$ cat src/rtl/fir_pkg.sv
// Shared parameters, RAM address layout and output saturation for the
// reconfigurable FIR filter.
package fir_pkg;

  localparam int TAPS       = 20;
  localparam int BANK_DEPTH = 10;
  localparam int COEF_W     = 16;
  localparam int IN_W       = 3;
  localparam int ACC_W      = 24;
  localparam int MUL_W      = COEF_W + IN_W;
  localparam int IDX_W      = 5;

  localparam logic [1:0] BANK_A = 2'b00;
  localparam logic [1:0] BANK_B = 2'b01;

  localparam logic signed [ACC_W-1:0] SAT_MAX = 24'sh007FFF;
  localparam logic signed [ACC_W-1:0] SAT_MIN = 24'shFF8000;

  typedef struct packed {
    logic [1:0] bank;
    logic [3:0] word;
  } ram_addr_t;

  function automatic logic [COEF_W-1:0] sat16(input logic signed [ACC_W-1:0] v);
    if (v > SAT_MAX) begin
      return 16'h7FFF;
    end else if (v < SAT_MIN) begin
      return 16'h8000;
    end else begin
      return v[COEF_W-1:0];
    end
  endfunction

endpackage

$ cat src/rtl/fir_coeff_bank.sv
// One 10 x 16 coefficient register file: synchronous write, registered read
// that returns 0 when not reading or when the word is out of range.
module fir_coeff_bank
  import fir_pkg::*;
(
  input  logic              clk_i,
  input  logic              rst_i,
  input  logic              wr_en_i,
  input  logic              rd_en_i,
  input  logic [3:0]        addr_i,
  input  logic [COEF_W-1:0] wdata_i,
  output logic [COEF_W-1:0] rdata_o
);

  logic [COEF_W-1:0] mem_q [BANK_DEPTH];
  logic [COEF_W-1:0] rdata_q;
  logic              addr_ok_s;

  assign addr_ok_s = (addr_i < 4'(BANK_DEPTH));

  always_ff @(posedge clk_i) begin
    if (rst_i) begin
      for (int k = 0; k < BANK_DEPTH; k++) begin
        mem_q[k] <= '0;
      end
      rdata_q <= '0;
    end else begin
      if (wr_en_i && addr_ok_s) begin
        mem_q[addr_i] <= wdata_i;
      end
      if (rd_en_i && addr_ok_s) begin
        rdata_q <= mem_q[addr_i];
      end else begin
        rdata_q <= '0;
      end
    end
  end

  assign rdata_o = rdata_q;

endmodule

$ cat src/rtl/reconf_fir_filter.sv
// 20-tap FIR with sequencer-driven coefficient reads: delay line, read mux,
// registered multiplier, accumulator and saturated output register.
module reconf_fir_filter
  import fir_pkg::*;
(
  input  logic              iClk12M,
  input  logic              iRsn,
  input  logic              iEnSample600k,
  input  logic              iCoeffUpdateFlag,
  input  logic              iCsnRam,
  input  logic              iWrnRam,
  input  logic              iEnMul,
  input  logic              iEnAddAcc,
  input  logic [5:0]        iAddrRam,
  input  logic [COEF_W-1:0] iWtDtRam,
  input  logic [IN_W-1:0]   iFirIn,
  output logic [COEF_W-1:0] oFirOut
);

  ram_addr_t                addr_s;
  logic                     wr_s;
  logic                     rd_s;
  logic                     word_ok_s;
  logic [COEF_W-1:0]        coef_a_s;
  logic [COEF_W-1:0]        coef_b_s;
  logic [COEF_W-1:0]        coef_s;
  logic [IN_W-1:0]          sample_s;
  logic signed [MUL_W-1:0]  mul_s;

  logic [IN_W-1:0]          taps_q [TAPS];
  logic [IDX_W-1:0]         tap_idx_q, tap_idx_d;
  logic signed [ACC_W-1:0]  prod_q, prod_d;
  logic signed [ACC_W-1:0]  acc_q, acc_d;
  logic [COEF_W-1:0]        out_q, out_d;

  assign addr_s    = iAddrRam;
  assign wr_s      = iCoeffUpdateFlag & ~iCsnRam & ~iWrnRam;
  assign rd_s      = ~iCoeffUpdateFlag & ~iCsnRam & iWrnRam;
  assign word_ok_s = (addr_s.word < 4'(BANK_DEPTH));

  fir_coeff_bank u_bank_a (
    .clk_i   (iClk12M),
    .rst_i   (iRsn),
    .wr_en_i (wr_s && (addr_s.bank == BANK_A)),
    .rd_en_i (rd_s && (addr_s.bank == BANK_A)),
    .addr_i  (addr_s.word),
    .wdata_i (iWtDtRam),
    .rdata_o (coef_a_s)
  );

  fir_coeff_bank u_bank_b (
    .clk_i   (iClk12M),
    .rst_i   (iRsn),
    .wr_en_i (wr_s && (addr_s.bank == BANK_B)),
    .rd_en_i (rd_s && (addr_s.bank == BANK_B)),
    .addr_i  (addr_s.word),
    .wdata_i (iWtDtRam),
    .rdata_o (coef_b_s)
  );

  // At most one bank read register is non-zero, so OR acts as the bank mux.
  assign coef_s   = coef_a_s | coef_b_s;
  assign sample_s = taps_q[tap_idx_q];
  assign mul_s    = $signed({{IN_W{coef_s[COEF_W-1]}}, coef_s})
                  * $signed({{COEF_W{sample_s[IN_W-1]}}, sample_s});

  always_comb begin
    tap_idx_d = 5'd0;
    if (rd_s && word_ok_s) begin
      case (addr_s.bank)
        BANK_A:  tap_idx_d = {1'b0, addr_s.word};
        BANK_B:  tap_idx_d = {1'b0, addr_s.word} + 5'(BANK_DEPTH);
        default: tap_idx_d = 5'd0;
      endcase
    end else begin
      tap_idx_d = 5'd0;
    end
  end

  // The strobe restarts the sum with the product being added in the same cycle.
  always_comb begin
    prod_d = prod_q;
    acc_d  = acc_q;
    out_d  = out_q;
    if (iEnMul) begin
      prod_d = {{(ACC_W-MUL_W){mul_s[MUL_W-1]}}, mul_s};
    end else begin
      prod_d = prod_q;
    end
    if (iEnSample600k) begin
      out_d = sat16(acc_q);
      acc_d = iEnAddAcc ? prod_q : '0;
    end else if (iEnAddAcc) begin
      acc_d = acc_q + prod_q;
    end else begin
      acc_d = acc_q;
    end
  end

  always_ff @(posedge iClk12M) begin
    if (iRsn) begin
      for (int k = 0; k < TAPS; k++) begin
        taps_q[k] <= '0;
      end
      tap_idx_q <= '0;
      prod_q    <= '0;
      acc_q     <= '0;
      out_q     <= '0;
    end else begin
      if (iEnSample600k) begin
        taps_q[0] <= iFirIn;
        for (int k = 1; k < TAPS; k++) begin
          taps_q[k] <= taps_q[k-1];
        end
      end
      tap_idx_q <= tap_idx_d;
      prod_q    <= prod_d;
      acc_q     <= acc_d;
      out_q     <= out_d;
    end
  end

  assign oFirOut = out_q;

endmodule

$ cat config.mk
export PLATFORM = sky130hd
export DESIGN_NAME = reconf_fir_filter
export DESIGN_NICKNAME = d
export VERILOG_FILES = /design/src/rtl/fir_pkg.sv /design/src/rtl/fir_coeff_bank.sv /design/src/rtl/reconf_fir_filter.sv
export SDC_FILE = /design/constraint.sdc
export NUM_CORES = 1
export LEC_CHECK = 0
export CAP_MARGIN = 20
export CORE_MARGIN = 2
export CORE_UTILIZATION = 50
export DETAILED_ROUTE_END_ITERATION = 10
export HOLD_SLACK_MARGIN = 0.05
export PLACE_DENSITY = 0.65
export SYNTH_ARGS = -nofsm -noshare
export SYNTH_HDL_FRONTEND = slang
export SYNTH_SLANG_ARGS = --single-unit
$ cat constraint.sdc
create_clock -name iClk12M -period 6.1 [get_ports iClk12M]
set_input_delay 1.83 -clock iClk12M [delete_from_list [all_inputs] [get_ports iClk12M]]
set_output_delay 1.83 -clock iClk12M [all_outputs]
set_load 0.02 [all_outputs]
## Yosys cells after proc, flatten, opt, wreduce, memory -nomap -nowiden

Memory sizes are Yosys's and may differ from the RTL's. A register that Yosys moved wholly into a read port is not among the register bits.
Cells that the tools add are included.

| word-level totals | value |
|---|---|
| memory bits (writable) | 380 |
| output and inout port bits | 16 |
| memories | 3 |
| bits of input ports | 33 |
| register bits after elaboration | 59 |
| word-level logic and storage cells | 104 |

Memory list:

| memory | depth | width | read ports | clocked after Yosys merged registers in | write ports | line | source |
|---|---|---|---|---|---|---|---|
| u_bank_a.mem_q | 10 | 16 | 1 | 1 | 10 | fir_coeff_bank.sv:15 | `logic [COEF_W-1:0] mem_q [BANK_DEPTH];` |
| u_bank_b.mem_q | 10 | 16 | 1 | 1 | 10 | fir_coeff_bank.sv:15 |  |
| taps_q | 20 | 3 | 20 | 1 | 20 | reconf_fir_filter.sv:30 | `logic [IN_W-1:0] taps_q [TAPS];` |

| cells by class | value |
|---|---|
| add/subtract/negate cells | 2 |
| eq/ne operators | 1 |
| bitwise logic cells | 31 |
| multiply operators | 1 |
| $lt $le $gt $ge | 3 |
| multiplexer cells | 44 |
| reduce and logical (&&, ||, !) cells | 16 |

Operators by type and width:

| cell | number |
|---|---|
| 2-to-1 mux 24 bit | 3 |
| 2-to-1 mux 16 bit | 4 |
| 2-to-1 mux 3 bit | 20 |
| OR reduction 16 bit | 2 |
| adder 24 x 19 -> 24 bit | 1 |
| greater-than comparator 24 x 16 -> 1 bit (second input constant) | 1 |
| < comparator 24 x 16 -> 1 bit (second input constant) | 1 |
| bitwise OR 1 bit | 20 |
| multiplier 16 x 3 -> 19 bit | 1 |
| bitwise OR 16 bit | 1 |
| 2-to-1 mux 1 bit | 13 |
| case mux 5 bit (2 select lines) | 1 |
| logical AND 1 bit | 9 |
| 2-to-1 mux 4 bit | 2 |
| inverter 1 bit | 6 |
| OR reduction 2 bit | 3 |
| adder 4 x 4 -> 5 bit (second input constant) | 1 |
| 2-to-1 mux 5 bit | 1 |
| AND 1 bit | 4 |
| < comparator 4 bit (second input constant) | 1 |
| equality test 2 x 1 -> 1 bit (second input constant) | 1 |
| zero test 2 bit | 1 |
| nonzero test 2 bit | 1 |

## Logic depth before layout (Yosys ltp)

| logic depth | value |
|---|---|
| depth after elaboration | 10 |
| gate-level depth with buffers | 20 |
| depth with buffers taken out | 17 |

## By module

From an unflattened synthesis, not the netlist that was laid out.

| unflattened totals | value |
|---|---|
| cell total of the unflattened synthesis | 1,827 |
| area, all modules | 23,162.2 um^2 |

Modules (own cells, without submodules):

| module | seq. area each (um^2) | times used | cells each | area an instance (um^2) |
|---|---|---|---|---|
| reconf_fir_filter | 3,083.0 | 1 | 802 | 7,978.9 |
| fir_coeff_bank at u_bank_a | 5,124.9 | 1 | 514 | 7,733.7 |
| fir_coeff_bank at u_bank_b | 5,124.9 | 1 | 511 | 7,449.6 |

## Least setup slack after synthesis

Ideal clock, no wire load.

| path | value |
|---|---|
| path type | register to register |
| start point | register (tool-made name) |
| end point | register prod_q[17] |
| cell stages (with the launch flop) | 18 |
| slack | 1,099 ps |
| library setup time | 132 ps |
| arrival time | 4,869 ps |
| period minus slack after synthesis | 5,001 ps |
| data required time | 5,968 ps |
| buffers on the path | 2 |
| cell sequence | dfxtp_1 > buf_6 > mux4_1 > mux4_2 > mux2i_2 > buf_4 > nor3_1 > fa_1 > ha_1 > ha_1 > fa_1 > a21oi_1 > o21bai_1 > a2111oi_1 > nor3_1 > or4_1 > nand3_1 > a21oi_1 |

RTL lines:

| element | line | source |
|---|---|---|
| to (signal assigned) | reconf_fir_filter.sv:117 | `prod_q <= prod_d;` |
| to (decl) | reconf_fir_filter.sv:32 | `logic signed [ACC_W-1:0] prod_q, prod_d;` |

==> impl_metrics.env <==
export IMPL_clock_sinks=668
export IMPL_switchingPower_mw=2.247
export IMPL_drive_gt1_frac=0.1435
export IMPL_final_cell_mix="572 x edfxtp_1, 407 x nor2_1, 192 x conb_1, 158 x mux4_2, 96 x dfxtp_1"
export IMPL_fp_dieArea_mm2=0.06181
export IMPL_gr_total_overflow=0
export IMPL_cts_made_buffers=71
export IMPL_finalHoldViolCount=0
export IMPL_hold_buffers=0
export IMPL_p_clk_frac=0.411
export IMPL_start_util=0.5060
export IMPL_viasPerCell=5.656
export IMPL_slowest_stage="mux4_1"
export IMPL_finalWirelength_um=67350
export IMPL_cts_tree="yes"
export IMPL_top_usage_layer="met2"
export IMPL_power_density_mw_per_mm2=298.2
export IMPL_nNetsFinal=2428
export IMPL_area_delta_synth_final_pct=14.54
export IMPL_die_w_um=248.6
export IMPL_cp_common_cell="a21o_1"
export IMPL_final_common_cell="edfxtp_1"
export IMPL_grtUsageMet1=0.2953
export IMPL_syn_inst=2062
export IMPL_crit_required_ns=6.63
export IMPL_hold_path_class="flip-flop to flip-flop"
export IMPL_drcViolationCount=3
export IMPL_vdd_drop_max_v=0.0003001
export IMPL_critPathMaxStageDelay_ns=0.61
export IMPL_path_cells="buf_4 > mux4_1 > mux4_2 > mux2i_2 > buf_4 > nor3_1 > fa_1 > ha_1 > ha_1 > a21o_1 > a21o_1 > a21o_1 > a2111oi_2 > nor3_1 > or4_1 > nand3_1"
export IMPL_postLayoutCoreUtil=0.5796
export IMPL_worst_setup_path_type="flip-flop to flip-flop"
export IMPL_cp_max_fo=15
export IMPL_critical_path_top_delay_family="multiplexers"
export IMPL_yosysSeqAreaShare=0.6383
export IMPL_synthAdderAreaFrac=0.03546
export IMPL_endpoint_kind="flip-flop"
export IMPL_worst_pin_slew_ns=1.142
export IMPL_grt_max_degree=77
export IMPL_min_period_ns=5.439
export IMPL_setup_viol=0
export IMPL_synth_compound_area_frac=0.04357
export IMPL_grt_use_total=0.2228
export IMPL_use_met3=0.03894
export IMPL_pin_count=49
export IMPL_dr_pass1_iters=10
export IMPL_io_buffers=48
export IMPL_n_antenna_cell=0
export IMPL_synth_ff_type="edfxtp_1"
export IMPL_critPathArrivalTime_ns=5.97
export IMPL_yosys_warnings=0
export IMPL_fmax_mhz=183.9
export IMPL_htreeDepth=3
export IMPL_core_region_area_mm2=0.05913
export IMPL_chipHeight_um=248.6
export IMPL_synth_xor_area_share=0.004976
export IMPL_synth_simple_area_share=0.1112
export IMPL_synth_ff_latch_count=668
export IMPL_grt_pass1_vias=18190
export IMPL_clockBufferDepth=3
export IMPL_routedWlPerCell_um=21.39
export IMPL_place_congestion=0.8632
export IMPL_postCtsSetupRepairBufs=0
export IMPL_finalPower_mw=10.22
export IMPL_maxCapViolCount=0
export IMPL_async_flop_share=0
export IMPL_ys_types=72
export IMPL_drt_initial_drc_count=1455
export IMPL_violations="DRC"
export IMPL_fill_cells=4642
export IMPL_num_vias=17810
export IMPL_syn_avg_cell_area_um2=14.51
export IMPL_grt_pass1_wl_um=105200
export IMPL_p_int_mw=7.972
export IMPL_switching_share=0.2199
export IMPL_p_seq_frac=0.514
export IMPL_synth_edf_count=572
export IMPL_fin_tns_setup_ns=0
export IMPL_outcome="finished, violations left"
export IMPL_root_buffer="clkbuf_16"
export IMPL_fin_crit_sh=0.8916
export IMPL_dpl_hpwl_um=43780
export IMPL_startpoint_type="flip-flop"
export IMPL_worst_path_buf_inv=2
export IMPL_rows=89
export IMPL_rsz0062_at_grt="false"
export IMPL_path_clk_slew_ns=0.06
export IMPL_grt_util_met2=0.3742
export IMPL_synth_top_family_by_area="multiplexers"
export IMPL_synthesis_area_mm2=0.02992
export IMPL_ant_nets=0
export IMPL_insertion_delay_ns=0.61
export IMPL_ctsResizeCount=0
export IMPL_slew_viol_final=0
export IMPL_max_slew_margin=0.2383
export IMPL_combPwrFrac=0.075
export IMPL_muxShareOfSynthArea=0.1413
export IMPL_fin_skew_ns=0.02570
export IMPL_antenna_found_initial=0
export IMPL_power_leakage_nw=12.45
[sequential cells by signal, summed over array words and instances, names as in the netlist, named ones only]
register,count
u_bank_b.mem_q,256
u_bank_a.rdata_o,16
taps_q,60
acc_q,24
u_bank_a.mem_q,256
prod_q,19
oFirOut,16
u_bank_b.rdata_o,16
[kinds of logic after synthesis]
| family | after synthesis |
|---|---|
| AOI/OAI and AO/OA | 195 |
| DFF | 668 |
| and+or+nand+nor | 736 |
| xor gates and xnor gates | 17 |
| other | 1 |
| muxes | 201 |
| buffers and inverters | 170 |
| adders and majority gates | 74 |
[worst paths after layout]
| path | from | endpoint | slack, ns | cells past startpoint |
|---|---|---|---|---|
| worst max register to register | flip-flop | prod_q[16] | 0.66 | 16 |
| worst max-delay path | flip-flop | prod_q[16] | 0.66 | 16 |
| worst min register to register | oFirOut[6] | oFirOut[6] | 0.45 | 2 |
| worst min-delay path | oFirOut[6] | oFirOut[6] | 0.45 | 2 |
[power groups by stage]
stage / Combinational (mW) / Clock [mW] / Sequential (mW)
floorplan: 0.517 / 0 / 5.33
global placement: 0.758 / 0 / 5.34
detailed placement: 0.765 / 0 / 5.35
CTS: 0.769 / 4.28 / 5.26
global route: 0.830 / 4.47 / 5.28
finish: 0.764 / 4.20 / 5.26
[Yosys cell counts, types with 13 or more instances]
cell | instances | area share
o21ai_0 | 36 | 0.0060
nor3_1 | 29 | 0.0049
buf_2 | 14 | 0.0023
nor2_1 | 407 | 0.051
a21o_1 | 22 | 0.0055
a21oi_1 | 44 | 0.0074
dfxtp_1 | 96 | 0.064
nand2_1 | 88 | 0.011
nand3_1 | 31 | 0.0052
ha_1 | 56 | 0.023
inv_1 | 54 | 0.0068
edfxtp_1 | 572 | 0.57
fa_1 | 18 | 0.012
a31oi_1 | 13 | 0.0027
mux4_2 | 158 | 0.12
and2_1 | 58 | 0.012
nand2b_1 | 32 | 0.0067
clkbuf_1 | 79 | 0.0099
and3_1 | 31 | 0.0065
mux2i_1 | 26 | 0.0087
[per-layer routing]
layer	part of all wire	vias up
met3	0.061	130
met5	0	-
met1	0.41	9004
li1	-	8103
met4	0.033	0
met2	0.49	573
[final cells by class]
cell class | instances | area (um2) | area share
Tap cell | 773 | 967.2 | 0.02822
Multi-Input combinational cell | 1415 | 10790 | 0.3149
Timing Repair Buffer | 110 | 957.2 | 0.02793
Clock inverter | 28 | 292.8 | 0.008543
Sequential cell | 668 | 19100 | 0.5573
Clock buffer | 100 | 1957 | 0.05710
Inverter | 55 | 206.4 | 0.006024
[per-stage QoR]
stage	hold WS, ns	worst slack, ns	area [um2]	instances
5_1_grt	0.4762	0.4049	34270	3149
3_5_place_dp	0.4458	0.6423	31990	3020
6_report	0.4529	0.6613	34270	3149
2_1_floorplan	0.4485	1.099	30640	2253
3_3_place_gp	0.4353	0.7131	31990	3020
4_1_cts	0.4572	0.6243	34240	3148
[worst reg2reg max path, cell delays in order (launching register included)]
cell       delay, ns
dfxtp_1         0.30
buf_4           0.26
mux4_1          0.62
mux4_2          0.48
mux2i_2         0.43
buf_4           0.28
nor3_1          0.08
fa_1            0.43
ha_1            0.30
ha_1            0.37
a21o_1          0.20
a21o_1          0.17
a21o_1          0.21
a2111oi_2       0.49
nor3_1          0.17
or4_1           0.53
nand3_1         0.08
Note: power is estimated with default switching activity, not from simulation.
==> RTL edit 1 (config.mk and constraints unchanged) <==
Set the package constant `BANK_DEPTH` to 11 (it was 10).
--- a/src/rtl/fir_pkg.sv
+++ b/src/rtl/fir_pkg.sv
@@ -3,7 +3,7 @@
 package fir_pkg;
 
   localparam int TAPS       = 20;
-  localparam int BANK_DEPTH = 10;
+  localparam int BANK_DEPTH = 11;
   localparam int COEF_W     = 16;
   localparam int IN_W       = 3;
   localparam int ACC_W      = 24;
Behaviour: not the same (Yosys sat finds a counterexample within 10 cycles, from zero or initial values).
==> RTL edit 1 against the original RTL <==
- area after synthesis grew 0.69%
- non-clock buffer count shrank 8
- critical path depth grew 2
- sequential cell count is the same
- total power grew 2.5%
- die area grew 0.68%
- routed wire length grew 10%
- setup slack lost 0.082 ns
- sequential power shrank 1%
- count of clock-buffer cells in the layout shrank 6
- final area grew 0.19%
- highest routed layer unchanged
==> RTL edit 1: results (changes against the original RTL) <==
Routing
  – Vias: 19390 (+8.9%)
  – Drt pass-1 iters: 7 (-3)
  – 1st-iter DRT viols: 1810 (+24%)
  – Final WL: 74070 um (+10%)

Place
  – Gpl congestion: 0.8461 (-2.0%)
  – Dpl ws: 0.5667 ns (-0.07565 ns)

GRT
  – GR Util All Layers: 23.88% (+1.6 points)
  – Largest net degree at the start of global routing: 61 (-21%)
  – Vias in the first global route: 18990 (+4.4%)

Yosys
  – Main area contributors after synthesis: edfxtp_1 (54%), dfxtp_1 (8.5%), nor2_1 (5.8%)
  – Synth cell count leaders: edfxtp_1 (540), nor2_1 (467), mux2i_1 (165), nand2_1 (154), dfxtp_1 (128)
  – Register area share after synthesis: 62.33% (-1.5 points)
  – EDFF count, synth: 540 (-5.6%)
  – Netlist cell types: 70 (-2.8%)

Clocking
  – Number of post-CTS setup repair buffers: 0 (unchanged)
  – CTS Buf Count: 72 (+1.4%)
  – Htree depth: 3 (unchanged)

Worst setup path
  – Crit path max-delay family: adder cells
  – Crit path DAT: 6.04 ns (+0.07 ns)

Pwr
  – Static leakage: 12.94 nW (+3.9%)
  – Maximum VDD drop: 186.9 uV (-38%)

Final layout
  – Layout cell share with drive strength beyond 1: 9.926% (-4.4 points)
  – Layout Nets: 2624 (+8.1%)
  – Fillers: 4839 (+4.2%)

Min path
  – Hold Path Class: flip-flop to flip-flop

Status
  – Status: completed
[RTL edit 1: cell type report]
type	instances	area [um^2]	share of cell area, %
sequential	668	18780	54.69
multi-input combinational	1621	11090	32.29
clock buffer	94	1966	5.725
tap	773	967.2	2.817
timing repair buffer	102	875.8	2.551
clock inverter	33	469.2	1.366
inverter	51	191.4	0.5575
antenna	1	2.502	0.007288
[RTL edit 1: report_power, final]
group	internal, mW	switching (mW)
registers	5.12	0.0753
logic	0.288	0.470
clock network	2.74	1.78
total	8.15	2.32
[RTL edit 1: kinds of logic after synthesis]
| group | Yosys count | share of synthesized area, % |
|---|---|---|
| simple gates | 830 | 12.09 |
| flops | 668 | 62.33 |
| compound gates | 312 | 6.741 |
| mux | 250 | 12.01 |
| buf+inv | 178 | 2.492 |
| fa+ha+maj | 75 | 3.563 |
| xor+xnor | 26 | 0.7559 |
| other cells | 1 | 0.01245 |
[RTL edit 1: final timing paths]
check        depth (start not counted)         end  slack (ns)        from
max                                 18  prod_q[17]        0.58   flip-flop
min                                  2  oFirOut[8]        0.45  oFirOut[8]
max reg2reg                         18  prod_q[17]        0.58   flip-flop
min reg2reg                          2  oFirOut[8]        0.45  oFirOut[8]
[RTL edit 1: stage by stage]
step	utilization, %	instances	area (um^2)	hold WS (ns)
4_1_cts	57.96	3342	34330	0.4516
5_1_grt	57.96	3343	34340	0.4647
3_3_place_gp	53.85	3215	31900	0.4352
2_1_floorplan	-	2467	30600	0.4331
6_report	57.96	3343	34340	0.4488
3_5_place_dp	53.85	3215	31900	0.4431
[RTL edit 1: per-layer routing]
| layer | share of wire, % | track usage, % | wire length [um] | vias up |
|---|---|---|---|---|
| li1 | - | - | - | 8846 |
| met1 | 42 | 32.41 | 30940 | 9737 |
| met2 | 48 | 38.92 | 35230 | 672 |
| met3 | 6.9 | 3.557 | 5100 | 136 |
| met4 | 3.8 | 9.552 | 2805 | 0 |
| met5 | 0 | 0 | 0 | - |
[RTL edit 1: tightest hold or removal path, cell delays in order, from the launching register on]
cell and delay, ns:
dfxtp_1 0.32, nand2_1 0.04, o21ai_0 0.05
==> RTL edit 2 (config.mk and constraints unchanged) <==
Made on the original files. Reset style: asynchronous (`rst_i`), changed in one clocked block.
--- a/src/rtl/fir_coeff_bank.sv
+++ b/src/rtl/fir_coeff_bank.sv
@@ -18,7 +18,7 @@
 
   assign addr_ok_s = (addr_i < 4'(BANK_DEPTH));
 
-  always_ff @(posedge clk_i) begin
+  always_ff @(posedge clk_i or posedge rst_i) begin
     if (rst_i) begin
       for (int k = 0; k < BANK_DEPTH; k++) begin
         mem_q[k] <= '0;
Function: no difference found for any inputs over 4 cycles, from zero or initial values; that may be too few to reach the edited logic, so the function may still have changed.
==> RTL edit 2 against the original RTL <==
- setup slack gained 0.034 ns
- sequential cell count shrank 192
- sequential power shrank 35%
- clock power shrank 29%
- non-clock buffer count shrank 27
- final area shrank 24%
- highest routed layer is now met5
- via count shrank 20%
- total power shrank 31%
- final cell count shrank 22%
- area after synthesis shrank 22%
- critical path depth grew 1
- count of clock-buffer cells in the layout shrank 25
- routed wire length shrank 26%
==> RTL edit 2: results (changes against the original RTL) <==
Clocking
  – CTS Buf Count: 51 (-28%)
  – Clk_lat worst skew: 0.59 ns (-0.02 ns)

GRT
  – Vias in the first global route: 14790 (-19%)
  – GR Util All Layers: 21.39% (-0.89 points)
  – Initial antenna violation count: 1 (+1)

Final layout
  – Non-clk bufs: 83 (-25%)
  – Clk tree area frac: 6.222% (-0.34 points)
  – Clock Buffer Count: 75 (-25%)
  – Final non-filler cell total: 2461 (-22%)
  – Top Registers: u_bank_a.mem_q x160, u_bank_b.mem_q x160, taps_q x60
  – Area growth syn-to-layout: 11.12%
  – Multi-Input Combinational: 1184 (-16%)
  – Area of the multi-input gates: 10860 um^2 (+0.63%)
  – Layout cell share with drive strength beyond 1: 29.29% (+15 points)

Min path
  – Worst Hold End: oFirOut[5]

Routing
  – Top sig layer: met5
  – Drt pass-1 iters: 6 (-4)
  – Routed len/inst: 20.35 um (-4.8%)
  – Met1 WL: 23220 um (-16%)
  – WL met3: 1653 um (-60%)

STA
  – Fin crit share: 88.61% (-0.55 points)
  – Slew HR: 25.16% (+1.3 points)
  – Clock Skews: 0.01042 ns (-0.01529 ns)

Pwr
  – Sw frac: 23.65% (+1.7 points)
  – Sequential fraction of design power: 48.7% (-2.7 points)
  – Maximum VDD drop: 247.4 uV (-18%)

Yosys
  – Mean area per synthesized cell: 12.91 um^2 (-11%)
  – Main area contributors after synthesis: dfrtp_1 (38%), mux2_2 (15%), edfxtp_1 (7.7%)
  – EDFF count, synth: 60 (-90%)
  – Netlist cell types: 64 (-11%)
  – Post-synth ARST share: 73.95% (+74 points)
  – Synth cell count leaders: dfrtp_1 (352), mux2_2 (321), nor2_1 (183), clkbuf_1 (88), mux4_2 (69)

Place
  – DP HPWL: 32700 um (-25%)
  – Gpl congestion: 0.8316 (-3.7%)
  – Placed Area: 24320 um^2 (-24%)

Worst setup path
  – Worst Reg-to-Reg Cells: 17 (+1)
  – CP peak stage delay: 0.59 ns (-0.02 ns)

Status
  – Status: completed
[RTL edit 2: cell count changes in the layout (fill, tap and decap cells not counted), moves of 24 or more]
cell / before / now
a221oi_1: 9 / 36
and3_1: 31 / 7
buf_4: 61 / 35
conb_1: 192 / 0
dfrtp_1: 0 / 352
dfxtp_1: 96 / 64
edfxtp_1: 572 / 60
inv_1: 53 / 18
mux2_2: 1 / 321
mux2i_1: 26 / 54
mux4_2: 158 / 69
nand2b_1: 32 / 7
nor2_1: 407 / 180
[RTL edit 2: cells by family after synthesis]
family | count (synthesis) | synth area share (%)
DFF | 476 | 50.90
muxes | 460 | 26.19
and+or+nand+nor | 411 | 8.494
AOI/OAI and AO/OA | 207 | 5.982
buffers and inverters | 150 | 2.694
adders and majority gates | 74 | 4.542
xor gates and xnor gates | 32 | 1.200
